$ cat src/rtl/ir_queue.sv
// ir_queue: DEPTH-entry fetch-to-decode instruction queue; fetch side in_valid/in_ready/in_ins/in_pc, decode side out_valid/out_ready/ir_out/pc_out, count is occupancy, flush empties it
module ir_queue #(
  parameter int DWIDTH = 16,
  parameter int AWIDTH = 16,
  parameter int DEPTH  = 4,
  parameter int CWIDTH = $clog2(DEPTH + 1)
) (
  input  logic              clk,
  input  logic              rst,
  input  logic              flush,
  input  logic              in_valid,
  input  logic [DWIDTH-1:0] in_ins,
  input  logic [AWIDTH-1:0] in_pc,
  output logic              in_ready,
  output logic              out_valid,
  input  logic              out_ready,
  output logic [DWIDTH-1:0] ir_out,
  output logic [AWIDTH-1:0] pc_out,
  output logic [CWIDTH-1:0] count
);
  localparam int PW = $clog2(DEPTH);
  logic [DWIDTH-1:0] ins_mem [DEPTH];
  logic [AWIDTH-1:0] pc_mem [DEPTH];
  logic [PW-1:0] wp, rp;
  logic push, pop;
  assign in_ready  = count != CWIDTH'(DEPTH);
  assign out_valid = count != '0;
  assign push      = in_valid & in_ready;
  assign pop       = out_valid & out_ready;
  assign ir_out    = out_valid ? ins_mem[rp] : '0;
  assign pc_out    = out_valid ? pc_mem[rp] : '0;
  always_ff @(posedge clk)
    if (!rst && !flush && push) begin
      ins_mem[wp] <= in_ins;
      pc_mem[wp]  <= in_pc;
    end
  always_ff @(posedge clk)
    if (rst || flush) begin
      wp    <= '0;
      rp    <= '0;
      count <= '0;
    end else begin
      wp    <= push ? wp + PW'(1) : wp;
      rp    <= pop ? rp + PW'(1) : rp;
      count <= count + CWIDTH'(push) - CWIDTH'(pop);
    end
endmodule

$ cat config.mk
export PLATFORM = sky130hd
export DESIGN_NAME = ir_queue
export DESIGN_NICKNAME = d
export VERILOG_FILES = /design/src/rtl/ir_queue.sv
export SDC_FILE = /design/constraint.sdc
export NUM_CORES = 1
export LEC_CHECK = 0
export ABC_AREA = 1
export BUFFER_PORTS_ARGS = -buffer_cell sky130_fd_sc_hd__buf_2
export CORE_MARGIN = 5
export CORE_UTILIZATION = 52
export DETAILED_ROUTE_END_ITERATION = 7
export PLACE_DENSITY = 0.83
export SLEW_MARGIN = 20
export SYNTH_ARGS = -nofsm -noshare
export SYNTH_HDL_FRONTEND = slang
export SYNTH_SLANG_ARGS = --single-unit
$ cat constraint.sdc
create_clock -name clk -period 2.7 [get_ports clk]
set_input_delay 0 -clock clk [delete_from_list [all_inputs] [get_ports clk]]
set_output_delay 0 -clock clk [all_outputs]
set_load 0.02 [all_outputs]
After elaboration in Yosys (flattened, before gate mapping)
Memories as Yosys holds them, arrays and structs flattened. A register that Yosys moved wholly into a read port is not among the register bits. Cells that the tools add are included.

Register bits after elaboration: 7. Logic and storage cells: 26. Bits in writable memories: 128. Memories kept: 2.

Reduce and logical (&&, ||, !) cells: 6. Equal/unequal tests: 1. Bitwise operators: 2. $add $sub $neg: 4. Multiplexer cells: 8.

Memories: ins_mem (depth 4, bits a word 16, rd ports 1, clocked after memory_dff 1, wr ports 1, RTL line 22) `logic [DWIDTH-1:0] ins_mem [DEPTH];`; pc_mem (depth 4, bits a word 16, rd ports 1, clocked after memory_dff 1, wr ports 1, RTL line 23) `logic [AWIDTH-1:0] pc_mem [DEPTH];`.

Operators by type and width (count): 16-bit two-way mux (2); 2-bit two-way mux (4); 2-bit by 1-bit adder with 2-bit output (second input constant) (2); 3-bit by 1-bit adder with 3-bit output (1); 3-bit inequality test (second input constant) (1); 3-bit nonzero test (1); 3-bit by 1-bit subtractor with 3-bit output (1); 1-bit bitwise AND (2); 1-bit logical AND (2); 1-bit logical NOT (2); 1-bit two-way mux (2); 1-bit logical OR (1).

Longest topological paths before layout
Depth in word-level cells: 5. Depth in mapped cells: 12. Depth with buffers taken out: 11.

Worst setup path before layout
No wires, ideal clock.

Kind: register -> register. Start point: reg count[1]. End point: mem ins_mem[0][0], enable pin. Cell stages (with the launch flop): 5. Data required time: 2279 ps. Arrival: 2441 ps. Setup time: 421 ps. Slack: -162 ps. Cells stage by stage: dfxtp_1 nor2_2 nand2_1 nand3_1 nor2_1.

Word-level cells in the longest chain between the ends: 5.

Ends and longest elaborated chain: start, declared (RTL line 19) `output logic [CWIDTH-1:0] count`; start signal, assigned (RTL line 45) `count <= count + CWIDTH'(push) - CWIDTH'(pop);`; 3-bit inequality test (RTL line 26) `assign in_ready = count != CWIDTH'(DEPTH);`; net in_ready (RTL line 14) `output logic in_ready,`; 1-bit bitwise AND (RTL line 28) `assign push = in_valid & in_ready;`; 1-bit logical AND (RTL line 33) `if (!rst && !flush && push) begin`; 1-bit two-way mux (RTL line 33); 1-bit two-way mux (implied by the code) (RTL line 34) `ins_mem[wp] <= in_ins;`; end, declared (RTL line 22).

The timed path passes the listed nets, and every way through them passes these cells.

Worst setup path after layout
Start point: reg count[1]. End point: mem pc_mem[2][15], enable pin.

Word-level cells in the longest chain between the ends: 5.

Ends and longest elaborated chain: 3-bit inequality test (RTL line 26); 1-bit bitwise AND (RTL line 28); 1-bit logical AND (RTL line 33); 1-bit two-way mux (RTL line 33); 1-bit two-way mux (implied by the code) (RTL line 35) `pc_mem[wp] <= in_pc;`; end, declared (RTL line 23).

Every way passes these cells.

==> summary.md <==
| Metric | Value |
|---|---|
| Outcome | `finished clean` |
| CP Capture Type | `flip-flop` |
| Hold Crit Start | `in_pc[13]` |
| CTS max path bufs | `2` |
| H-tree depth | `4` |
| Clock Latency Late Sink | `between 0.4 and 0.5 ns` |
| RSZ-0062 raised after global routing | `false` |
| Worst Tran Pin Value | `roughly 0.7 ns` |
| Vias in the first global route | `4,415` |
| Post-DR vias/cell | `5.05` |
| Initial DRT Pass Iterations | `5` |
| Seq/Total Area, Yosys | `67.0%` |
| Initial antenna violation count | `1` |
| DRC viols | `0` |
| Final setup vio count | `0` |
| VDD IR-drop max | `0.395 mV` |
| Routed length on met2 | `7000 microns` |
| Wl on met1 | `a little over 5000 microns` |
| Final Hold Fails | `0` |
| Synthesized net count | `618` |
| First-pass GRT wire length | `21,700 microns` |
| Initial Util | `52.8%` |
| NumNets Final | `734` |
| Post_cts resized | `0` |
| Core area | `11,400 sq um` |
| Worst Path Required | `2.81 ns` |
| Worst Path Class, Setup | `reg -> reg` |
| GR Overflow Total | `0` |
| Antenna Nets Post-Route | `0` |
| CP Max Fanout | `21` |
| Overall Power | `5110 uW` |
| GRT Util Overall | `approximately 20%` |
| Worst-path clk slew | `around 0.06 ns` |
| Cell leakage power | `roughly 0.0034 uW` |
| Met3 routed WL | `855 microns` |
| Max-slew violations | `0` |
| Relative slew slack | `51.8%` |
| Yosys Warn Count | `0` |
| Die area | `between 10,000 and 15,000 sq um` |
| TritonCTS clock tree | `yes` |
| Synthesized area | `6010 sq um` |
| Non-Filler Instances | `846` |
| Num CTS Buffers | `17` |
| Root Buffer | `clkbuf_16` |
| Clock sinks | `137` |
| Total I/O pin count | `74` |
| Fillers | `between 700 and 800` |
| Startpoint types | `flip-flop` |
| Fmax | `roughly 480 MHz` |
| Top routing layer in use | `met4` |
| DP Wirelength | `7670 microns` |
| Worst Skew | `0.0104 ns` |
| RR Startpoint | `count[1]` |
| Die W | `117 microns` |
| IO buf count | `73` |
| Tcrit/Tclk final | `between 70% and 80%` |
| Worst Path Arrival | `2.20 ns` |
| PwrDens | `between 600 and 700 nW/um^2` |
| CTS hold repair buffers | `37` |
| CP Launch Point | `count[1]` |
| Hold Crit Depth | `2` |
| DR iter-0 viols | `425` |
| Share of cells above drive strength 1 | `17.5%` |
| Fin Setup TNS | `0 ns` |
| WL/cell | `about 16 microns` |
| Placed insts | `777` |
| Synthesized area per cell | `10.5 sq um` |
| # Post-CTS Setup Buffers | `0` |
| Min-Delay Path Class | `in -> reg` |
| Reg2reg path depth | `5` |
| Via count | `roughly 4.3k` |
| Total of max-cap violations | `0` |
| Total Wirelength | `13,500 microns` |
| Vert. Die Dim | `117 microns` |
| Distinct cells, synth | `17` |
| Area growth, synth to finish | `24.0%` |
| # rows | `39` |
| Cells after Synth | `about 570` |
| GPL Wtd Cong | `approximately 0.77` |
| Crit path time final | `2.09 ns` |
| Synthesized flop and latch total | `137` |
| Largest net degree at the start of global routing | `65` |
==> kinds of logic (layout without fill, tap and decap cells) <==
kind of cell / after synthesis / in the layout / synth area share (%)
adders and majority gates: 7 / 7 / 1.58
buffers and inverters: 169 / 297 / 12.8
AOI/OAI and AO/OA: 38 / 38 / 3.21
and+or+nand+nor: 223 / 223 / 15.4
other: 0 / 1 / 0
DFF: 137 / 137 / 67.0
==> synth_stat cells, drive strengths merged <==
cell | n | share of area [%]
ha | 6 | 1.2
edfxtp | 128 | 64
dfxtp | 9 | 3.0
inv | 146 | 9.1
nor2 | 15 | 0.98
nand3 | 68 | 5.7
buf | 23 | 3.6
a21boi | 1 | 0.13
nand2 | 140 | 8.8
fa | 1 | 0.33
o21ai | 1 | 0.083
a21oi | 36 | 3.0
==> per-stage QoR <==
stage | instance area [sq um] | setup WS, ns | utilization, % | hold WS, ns
4_1_cts | 7450 | 0.601 | 65.5 | 0.325
6_report | 7450 | 0.611 | 65.5 | 0.330
5_1_grt | 7450 | 0.457 | 65.5 | 0.342
2_1_floorplan | 6010 | -0.162 | - | 0.0989
3_5_place_dp | 6470 | 0.628 | 56.9 | 0.218
3_3_place_gp | 6470 | 0.743 | 56.9 | 0.210
==> area by class of cell <==
type                       count  area, sq um  share of cell area (%)
timing repair buffer         120          848                    11.4
sequential                   137         4030                    54.0
multi-input combinational    268         1240                    16.7
tap                          143          179                    2.40
antenna                        1         2.50                  0.0336
clock inverter                13          171                    2.30
clock buffer                  18          429                    5.76
inverter                     146          548                    7.36
==> where the power goes <==
part	internal (uW)	switching [uW]	leakage, uW
registers	2350	12.2	0.00123
logic	141	263	0.00185
clock network	1460	883	0.000287
total	3950	1160	0.00337
==> per-layer routing <==
layer	track usage, %	vias up
met3	5.19	38
met2	34.1	175
li1	-	2042
met5	0	-
met4	9.18	0
met1	23.1	2020
==> state kept, by name, indices dropped and copies added (netlist names), named ones only <==
name and flops:
pc_mem 64, count 3, ins_mem 64, wp 2
rp 2
==> worst max-delay path, cell delays in order (launching register included) <==
cell and delay (ns):
dfxtp_1 0.44, nor2_2 0.08, nand2_1 0.17, nand3_1 0.35, nor2_4 0.48, buf_12 0.24
==> worst paths after layout <==
check / to / slack, ns
worst min-delay path: pc_mem[3][13] / 0.33
worst min register to register: flip-flop / 0.51
worst max register to register: pc_mem[2][15] / 0.61
worst max-delay path: pc_mem[2][15] / 0.61
==> cell usage in the layout (no fill, tap or decap), drive strengths merged, types with 5 or more instances in the layout <==
| master | n |
|---|---|
| clkinv | 5 |
| a21oi | 36 |
| nand3 | 68 |
| nor2 | 15 |
| nand2 | 140 |
| inv | 149 |
| dfxtp | 9 |
| buf | 83 |
| clkbuf | 18 |
| ha | 6 |
| edfxtp | 128 |
| dlygate4sd3 | 37 |
Note: power is estimated with default switching activity, not from simulation.
